`config.mk`:
```
export PLATFORM = sky130hd
export DESIGN_NAME = bigmem_par
export DESIGN_NICKNAME = d
export VERILOG_FILES = /design/src/rtl/bigmem_par.sv
export SDC_FILE = /design/constraint.sdc
export NUM_CORES = 1
export LEC_CHECK = 0
export ABC_AREA = 1
export ABC_CLOCK_PERIOD_IN_PS = 1900
export CAP_MARGIN = 20
export CORE_MARGIN = 2
export CORE_UTILIZATION = 40
export CTS_CLUSTER_DIAMETER = 40
export DETAILED_ROUTE_END_ITERATION = 10
export GPL_ROUTABILITY_DRIVEN = 1
export GPL_TIMING_DRIVEN = 0
export PLACE_DENSITY = 0.65
export SYNTH_ARGS = -nofsm -noshare
export SYNTH_HDL_FRONTEND = slang
export SYNTH_SLANG_ARGS = --single-unit
```
`constraint.sdc`:
```
create_clock -name CLOCK -period 1.9 [get_ports CLOCK]
set_clock_uncertainty 0.15 [all_clocks]
set_input_delay 0.285 -clock CLOCK [delete_from_list [all_inputs] [get_ports CLOCK]]
set_output_delay 0.285 -clock CLOCK [all_outputs]
set_load 0.005 [all_outputs]
```
`src/rtl/bigmem_par.sv`:
```
// Parametrised Unibus memory: NBLK enabled 4KB blocks on external 18-bit parity RAM,
// Unibus read parity checking and an auto-incrementing ARM load/dump port.
module bigmem_par #(
   parameter int unsigned NBLK   = 62,
   parameter int unsigned RAMLAT = 3
) (
   input  logic        CLOCK,
   input  logic        RESET_N,
   input  logic        fpgaoff,
   input  logic        armwrite,
   input  logic [2:0]  armraddr,
   input  logic [2:0]  armwaddr,
   input  logic [31:0] armwdata,
   output logic [31:0] armrdata,
   input  logic [17:0] a_in_h,
   input  logic [1:0]  c_in_h,
   input  logic [15:0] d_in_h,
   input  logic        msyn_in_h,
   output logic [15:0] d_out_h,
   output logic        ssyn_out_h,
   output logic [16:0] extmemaddr,
   output logic [17:0] extmemdout,
   input  logic [17:0] extmemdin,
   output logic        extmemenab,
   output logic [1:0]  extmemwena
);

   localparam logic [63:0] EN_MASK = (NBLK >= 64) ? {64{1'b1}} : ((64'd1 << NBLK) - 64'd1);
   localparam logic [2:0]  LAST    = 3'(RAMLAT - 1);

   typedef enum logic [2:0] {IDLE, UWAIT, UDONE, UHOLD, AWAIT, ADONE} state_t;

   state_t      state, state_nxt;
   logic [2:0]  cnt;
   logic [63:0] enable;
   logic [2:0]  armfunc;
   logic        autoinc;
   logic [3:0]  armcount;
   logic [17:0] armaddr;
   logic [15:0] armdata;
   logic        armpehi, armpelo;
   logic        pechk, pehalt, errvalid;
   logic [3:0]  errcount;
   logic [17:0] erraddr;
   logic [17:0] ua;
   logic        urd, ard;
   logic [5:0]  blk;
   logic        arm_go, ub_go, pf_hi, pf_lo, uerr;

   // Stored parity bit makes each 9-bit byte lane odd
   function automatic logic odd_par(input logic [7:0] b);
      return ~^b;
   endfunction

   assign blk = a_in_h[17:12];

   always_comb begin
      arm_go = ~armwrite & (armfunc != 3'd0);
      ub_go  = ~arm_go & msyn_in_h & enable[blk] & ({1'b0, blk} < 7'(NBLK));
      pf_hi  = ~(^extmemdin[17:9]);
      pf_lo  = ~(^extmemdin[8:0]);
      uerr   = pechk & urd & (pf_hi | pf_lo);
   end

   always_ff @(posedge CLOCK) begin
      if (!RESET_N) state <= IDLE;
      else          state <= state_nxt;
   end

   always_comb begin
      state_nxt = state;
      case (state)
         IDLE:  if (arm_go) state_nxt = AWAIT;
                else if (ub_go) state_nxt = UWAIT;
         UWAIT: if (cnt == LAST) state_nxt = UDONE;
         UDONE: state_nxt = UHOLD;
         UHOLD: if (!msyn_in_h) state_nxt = IDLE;
         AWAIT: if (cnt == LAST) state_nxt = ADONE;
         ADONE: state_nxt = IDLE;
         default: state_nxt = IDLE;
      endcase
      if (fpgaoff) state_nxt = IDLE;
   end

   // Datapath, ARM registers and RAM drive; ADONE's armfunc clear wins over a same-cycle write
   always_ff @(posedge CLOCK) begin
      if (!RESET_N) begin
         cnt <= '0; enable <= '0; armfunc <= '0; autoinc <= 1'b0; armcount <= '0;
         armaddr <= '0; armdata <= '0; armpehi <= 1'b0; armpelo <= 1'b0;
         pechk <= 1'b0; pehalt <= 1'b0; errvalid <= 1'b0; errcount <= '0; erraddr <= '0;
         ua <= '0; urd <= 1'b0; ard <= 1'b0;
         d_out_h <= '0; ssyn_out_h <= 1'b0; extmemaddr <= '0; extmemdout <= '0;
         extmemenab <= 1'b0; extmemwena <= '0;
      end else begin
         if (armwrite) begin
            case (armwaddr)
               3'd1: enable[31:0]  <= armwdata & EN_MASK[31:0];
               3'd2: enable[63:32] <= armwdata & EN_MASK[63:32];
               3'd3: begin
                  armfunc <= armwdata[31:29];
                  autoinc <= armwdata[28];
                  armaddr <= armwdata[17:0];
               end
               3'd4: begin
                  armpehi <= armwdata[17];
                  armpelo <= armwdata[16];
                  armdata <= armwdata[15:0];
               end
               3'd5: begin
                  pechk  <= armwdata[31];
                  pehalt <= armwdata[30];
                  if (armwdata[29]) begin
                     errvalid <= 1'b0;
                     errcount <= '0;
                  end
               end
               default: ;
            endcase
         end

         if (fpgaoff) begin
            armfunc    <= '0;
            extmemenab <= 1'b0;
            extmemwena <= '0;
            d_out_h    <= '0;
            ssyn_out_h <= 1'b0;
         end else begin
            case (state)
               IDLE: begin
                  cnt <= '0;
                  if (arm_go) begin
                     extmemenab <= 1'b1;
                     extmemwena <= armfunc[1:0];
                     extmemaddr <= armaddr[17:1];
                     extmemdout <= {odd_par(armdata[15:8]) ^ armpehi, armdata[15:8],
                                    odd_par(armdata[7:0]) ^ armpelo, armdata[7:0]};
                     ard        <= armfunc[2];
                  end else if (ub_go) begin
                     extmemenab <= 1'b1;
                     extmemaddr <= a_in_h[17:1];
                     ua         <= a_in_h;
                     urd        <= ~c_in_h[1];
                     extmemdout <= {odd_par(d_in_h[15:8]), d_in_h[15:8],
                                    odd_par(d_in_h[7:0]), d_in_h[7:0]};
                     extmemwena <= c_in_h[1] ? {~c_in_h[0] | a_in_h[0], ~c_in_h[0] | ~a_in_h[0]}
                                             : 2'b00;
                  end
               end
               UWAIT, AWAIT: cnt <= cnt + 3'd1;
               UDONE: begin
                  extmemenab <= 1'b0;
                  extmemwena <= '0;
                  if (urd) d_out_h <= {extmemdin[16:9], extmemdin[7:0]};
                  if (uerr) begin
                     errvalid <= 1'b1;
                     if (errcount != 4'hF) errcount <= errcount + 4'd1;
                     if (!errvalid) erraddr <= ua;
                  end
                  ssyn_out_h <= msyn_in_h & ~(uerr & pehalt);
               end
               UHOLD: if (!msyn_in_h) begin
                  d_out_h    <= '0;
                  ssyn_out_h <= 1'b0;
               end
               ADONE: begin
                  extmemenab <= 1'b0;
                  extmemwena <= '0;
                  if (ard) begin
                     armdata <= {extmemdin[16:9], extmemdin[7:0]};
                     armpehi <= pf_hi;
                     armpelo <= pf_lo;
                  end
                  armcount <= armcount + 4'd1;
                  armfunc  <= '0;
                  if (autoinc) armaddr <= armaddr + 18'd2;
               end
               default: ;
            endcase
         end
      end
   end

   always_comb begin
      armrdata = 32'hDEADBEEF;
      case (armraddr)
         3'd0: armrdata = 32'h424D2006;
         3'd1: armrdata = enable[31:0];
         3'd2: armrdata = enable[63:32];
         3'd3: armrdata = {armfunc, autoinc, armcount, 6'b0, armaddr};
         3'd4: armrdata = {14'b0, armpehi, armpelo, armdata};
         3'd5: armrdata = {pechk, pehalt, errvalid, 1'b0, errcount, 6'b0, erraddr};
         default: armrdata = 32'hDEADBEEF;
      endcase
   end

endmodule

```
==> impl_metrics.toml <==
[yosys]
synthFlopType = "dfxtp_1"
synthCells = 1588
yosys_warnings = 0
async_flop_share_pct = 0
synth_common_cells = "nand2_1, dfxtp_1, inv_1"
yosysTopAreaCellShare_pct = 38.6
synth_top_area_cell = "dfxtp_1"
ys_ff_latch = 212
syn_area_sq_um = 11000
seq_area_frac_synth_pct = 38.6
syn_area_per_cell_sq_um = 6.93
synthDistinctLibCells = 48
synth-edff-count = 0
ys_top_cells_by_area = "dfxtp_1, nand2_1, o21ai_0"
yosysMostFrequentCell = "nand2_1"
synthesis.nets = 1690

[placement]
gp_congestion = 0.974
post-place-ws_ps = -1830
port_buffers = 181
dp_hpwl_um = 33100

[floorplanning]
start_util_pct = 40.8
num_rows = 60
die_area_sq_um = 28800
die_x_um = 170
die_y_um = 170
io_pins = 184
fp.coreArea_sq_um = 27000

[global_route]
grt_pass1_wl_um = 70300
grt_pass1_vias = 12159
grt.busiest_layer = "met2"
met3_usage_pct = 4.67
met2_usage_pct = 53.1
grt_use_met1_pct = 41.0
antenna_found_initial = 1
grtUsageTotal_pct = 32.1
grt_max_degree = 13
overflow = 0

[power_and_ir_drop]
ir_worst_vdd_uv = 647
power_density_nw_per_um2 = 783
leakagePower_nw = 7.29

[setup_path]
critPathKind = "in2reg"
arrival_ps = 2430
path_max_fanout = 10
cp-start-kind = "input pin"
crit_path_end_kind = "flop"
cp.required_ps = 2170

[clock_tree]
clk_pin_slew_ps = 60
clockBufferDepth = 3
insertion_delay_ps = 530
cts_buffers = 35
cts_root_buffer = "clkbuf_16"
cts_tree = "yes"
clock_sinks = 212
htreeDepth = 2

[layout]
diodes = 0
drive_above_1_share_pct = 33.1
utilization_pct = 65.6
fin_nets = 2029
syn2layout_area_growth_pct = 60.6

[detailed_routing]
first_pass_iters = 6
drt-initial-drc-count = 1415
drtAntennaViolNets = 0
vias_per_cell = 5.67
routed_wl_um = 49100
drc = 0
post_drt_wl_per_cell_um = 21.4
num_vias = 12997

[timing]
layout_min_cycle_time_ps = 2150
rsz0062_at_grt = "true"
period_share_pct = 113
setup_ws_ps = -253
final-setup-viol-count = 99
fmax_ghz = 0.464
slew_violations = 0
tightest_slew_ps = 789
relSlewSlack_pct = 47.4
finalHoldViolations = 0

[worst_hold_path]
min_path_type = "in2reg"

[job]
drv_cap = 0

[outcome]
violations = "setup timing"
status = "complete, but fails checks"
-- registers in the layout, indices dropped and copies added, names as in the netlist, 2 cells and up --
register,count
armaddr,18
armcount,4
armdata,16
armfunc,3
cnt,3
d_out_h,16
enable,62
erraddr,18
errcount,4
extmemaddr,17
extmemdout,18
extmemwena,2
state,3
ua,18
-- placed cells by master, fill, tap and decap left out, types with 20 or more instances in the layout --
cell	n
a21oi_1	139
a21oi_2	50
buf_2	29
buf_4	63
buf_6	45
clkbuf_1	29
clkbuf_16	43
clkbuf_2	20
clkdlybuf4s50_1	131
dfxtp_1	158
dfxtp_2	36
inv_1	160
inv_2	30
nand2_1	218
nand2_2	67
nand2_4	26
nand3_1	56
nor2_1	133
nor2_2	22
o21ai_0	119
o21ai_1	27
o21ai_2	23
xnor2_1	21
xor2_1	25
-- critical path, cell delays in order --
cell	delay, ps
clkdlybuf4s15_2	320
inv_2	120
buf_2	240
nand3_1	130
a21oi_1	130
nand2_1	70
nand3_1	80
nand3_1	120
nand2_4	150
buf_6	110
nand3_4	130
buf_8	210
buf_8	140
o21ai_4	120
a21oi_2	40
-- through the flow --
step | hold WS [ps] | TNS, ps | instances | total power [mW] | area [sq um]
after floorplan | 270 | -0.850 | 1588 | 5.57 | 11000
after global placement | 285 | -206140 | 2110 | 6.36 | 13300
after detailed placement | 289 | -206420 | 2110 | 6.38 | 13300
after CTS | 74.5 | -4010 | 2254 | 13.6 | 16400
after global routing | 51.3 | -21170 | 2294 | 14.2 | 17700
final | 23.8 | -12480 | 2294 | 13.8 | 17700
-- final cells by class --
| class | count | area (sq um) |
|---|---|---|
| flip-flops and latches | 212 | 4360 |
| fillers | 2173 | 9280 |
| repair buffers | 301 | 3050 |
| repair inverters | 1 | 7.51 |
| clock inverters | 22 | 345 |
| clock buffers | 41 | 918 |
| plain buffers | 84 | 714 |
| inverters | 200 | 823 |
| multi-input cells | 1092 | 7020 |
| well taps | 341 | 427 |
-- report_power, final --
part | switching (mW) | internal, mW | leakage, nW
Clock | 2.47 | 4.48 | 0.611
Sequential | 0.121 | 4.58 | 1.75
Combinational | 1.23 | 0.945 | 4.92
-- routing by layer --
metal  share of wire, %  vias to the layer above  wire length [um]
li1                   -                     5934                 -
met1                 39                     6131             19300
met2                 46                      769             22800
met3                9.1                      163              4480
met4                5.2                        0              2540
met5                  0                        -                 0
-- worst paths after layout --
check,startpoint,end,slack [ps],cells after the start
max,a_in_h[14],ua[17],-250,15
min,extmemdin[11],armdata[10],20,3
max reg2reg,enable[59],ua[17],-240,14
min reg2reg,ua[17],ua[17],300,2
-- cells by family after synthesis --
kind of cell / synth area share [%]
AO/OA/AOI/OAI: 23.0
XOR/XNOR: 3.82
adder cells (fa/ha/maj): 0.569
buffers and inverters: 10.6
flip-flops: 38.6
multiplexers: 1.73
AND/OR/NAND/NOR: 21.7
-- what timing repair did --
item	4_1_cts	5_1_grt
setup endpoints to repair	219	197
resized for setup	518	297
cloned	9	8
hold endpoints to repair	0	1
hold buffers	0	1
buffers inserted	72	36
pin swaps	60	80
No activity file was read; power rests on OpenSTA's default activity.
==> RTL edit, RTL diff (same settings) <==
The 6 states of `state_t` get a Gray code encoding in 3 bits.
--- a/src/rtl/bigmem_par.sv
+++ b/src/rtl/bigmem_par.sv
@@ -29,5 +29,5 @@
    localparam logic [2:0]  LAST    = 3'(RAMLAT - 1);
 
-   typedef enum logic [2:0] {IDLE, UWAIT, UDONE, UHOLD, AWAIT, ADONE} state_t;
+   typedef enum logic [2:0] {IDLE = 3'b000, UWAIT = 3'b001, UDONE = 3'b011, UHOLD = 3'b010, AWAIT = 3'b110, ADONE = 3'b111} state_t;
 
    state_t      state, state_nxt;
Function: same outputs for any inputs over 4 cycles, from zero or initial values and one cycle with RESET_N low; so few cycles prove little.
==> RTL edit against the unedited design <==
  * The flow finishes with violations (negative hold slack, negative setup slack)
  * Total power up 4.8%
  * Sequential cell count unchanged
  * Sequential power about the same
  * Synthesized area down 0.36%
  * Utilization down 1.1 points
  * Routed wire length up 0.43%
  * Setup slack worse by 0.0055 ns
  * First-iteration DRC count down 12%
  * Via count down 0.54%
  * Final area down 1.7%
  * Critical path depth up 1
  * Hold slack worse by 0.041 ns
==> RTL edit: results (changes against the unedited design) <==
stage;metric;value;unit;change
status;status;complete, but fails checks;;unchanged
critical_path;worstPathMaxFanout;5;;was 10
placed_design;placed_cells;2180;;was 2110
synthesis;synth_area_per_cell;6.61;um2;was 6.93 um2
status;violations;negative hold slack, negative setup slack;;was negative setup slack
placed_design;dp_hpwl;35.0;mm;was 33.1 mm
global_routing;antenna_found_initial;0;;was 1
sta;hold_viol;3;;was 0
synthesis;synth_compound_area_share;20.6;%;was 23.0%
cells_and_area;nets;2087;;was 2029
power;leakagePower;0.00753;uW;was 0.00729 uW
synthesis;synth_commonest_cells;nand2_1 (354), nor2_1 (240), dfxtp_1 (212);;was nand2_1 (312), dfxtp_1 (212), inv_1 (187)
critical_path;arrival;2.41;ns;was 2.43 ns
global_routing;grt_pass1_wl;70.8;mm;was 70.3 mm
cells_and_area;num-fill-cells;2334;;was 2173
synthesis;synth_seq_area_share;38.7;%;was 38.6%
sta;tns;-12.35;ns;was -12.48 ns
detailed_routing;dr.pass1.iters;5;;was 6
sta;whs;-0.0169;ns;was 0.0238 ns
sta;setup_viol;75;;was 99
clocking;numCtsBuffers;39;;was 35
detailed_routing;routed_wl;49.3;mm;was 49.1 mm
cells_and_area;layout-drive-gt1-share;29.5;%;was 33.1%
sta;setup_slack;-0.259;ns;was -0.253 ns
sta;worstMarginPinSlew;0.854;ns;was 0.789 ns
synthesis;muxShareOfSynthArea;0.183;%;was 1.73%
synthesis;synth_cell_types;46;;was 48
synthesis;yosys.area_share.adder;0.571;%;was 0.569%
placed_design;place.gp.congestion;1.00;;was 0.974
cells_and_area;fin_cells;2356;;was 2294
synthesis;syn_nets;1759;;was 1690
detailed_routing;vias;12900;;was 13000
detailed_routing;drt_iter0_drc;1242;;was 1415
RTL edit: cell types whose count changed in the layout (fill, tap and decap cells not counted), sizes merged, moves of 11 or more:
| cell | change |
|---|---|
| o211ai | +11 |
| mux2i | -17 |
| clkbuf | +12 |
| a21oi | -46 |
| a211oi | -17 |
| nand2 | +40 |
| nor2 | +74 |
| buf | -23 |
RTL edit: logic make-up (layout without fill, tap and decap cells):
group	Yosys count	after routing
AND/OR/NAND/NOR	703	703
AO/OA/AOI/OAI	401	401
buffers and inverters	288	646
flip-flops	212	212
XOR/XNOR	46	46
adder cells (fa/ha/maj)	5	5
multiplexers	2	2
RTL edit: what timing repair did:
item / 4_1_cts / 5_1_grt
cloned: 4 / 4
pin swaps: 62 / 79
gates resized for setup: 487 / 280
hold buffers: 0 / 3
buffers inserted: 66 / 30
endpoints found under the setup margin: 215 / 194
hold endpoints to repair: 0 / 3
RTL edit: layout make-up:
type                            count  share of cell area [%]
Timing Repair inverter              1                  0.0432
Clock inverter                     26                    2.33
Tap cell                          341                    2.46
Clock buffer                       45                    6.04
Timing Repair Buffer              287                    16.0
Buffer                             88                    4.39
Multi-Input combinational cell   1157                    39.0
Inverter                          199                    4.68
Sequential cell                   212                    25.1
RTL edit: layer usage:
layer / global-route usage [%] / wire length [um]
met1: 42.5 / 20600
met5: 0 / 76
met4: 17.2 / 2520
met3: 5.39 / 3950
met2: 51.5 / 22200
RTL edit: metrics by stage:
stage / cell area, um2 / hold slack (ns) / worst slack (ns)
6_report: 17400 / -0.0169 / -0.259
3_5_place_dp: 13300 / 0.309 / -1.96
5_1_grt: 17400 / 0.00659 / -0.307
2_1_floorplan: 11000 / 0.225 / -0.0555
3_3_place_gp: 13300 / 0.304 / -2.46
4_1_cts: 16300 / 0.0739 / -0.173
RTL edit: power by group:
part / total, uW / internal (uW) / leakage, uW / switching [uW]
Sequential: 4710 / 4590 / 0.00175 / 119
Combinational: 2020 / 868 / 0.00507 / 1150
Clock: 7780 / 5130 / 0.000704 / 2640
Total: 14500 / 10600 / 0.00753 / 3910
RTL edit: path summary, 6_finish.rpt:
path	startpoint	end	slack, ns	cells past startpoint
worst max-delay path	enable[59]	ua[2]	-0.26	16
worst min-delay path	extmemdin[2]	armdata[2]	-0.02	3
worst max register to register	enable[59]	ua[2]	-0.26	16
worst min register to register	enable[52]	enable[52]	0.31	2
RTL edit: critical path, cell delays in order, from the launching register on:
cell	delay (ns)
dfxtp_1	0.32
inv_1	0.07
nand2_1	0.07
nand3_1	0.07
a21oi_1	0.17
nand2_1	0.09
nand3_1	0.10
nand3_2	0.10
nand2_4	0.14
buf_6	0.12
nand2_4	0.05
nor2_4	0.11
buf_12	0.15
inv_8	0.05
buf_12	0.13
nor2_4	0.10
nor2_1	0.04
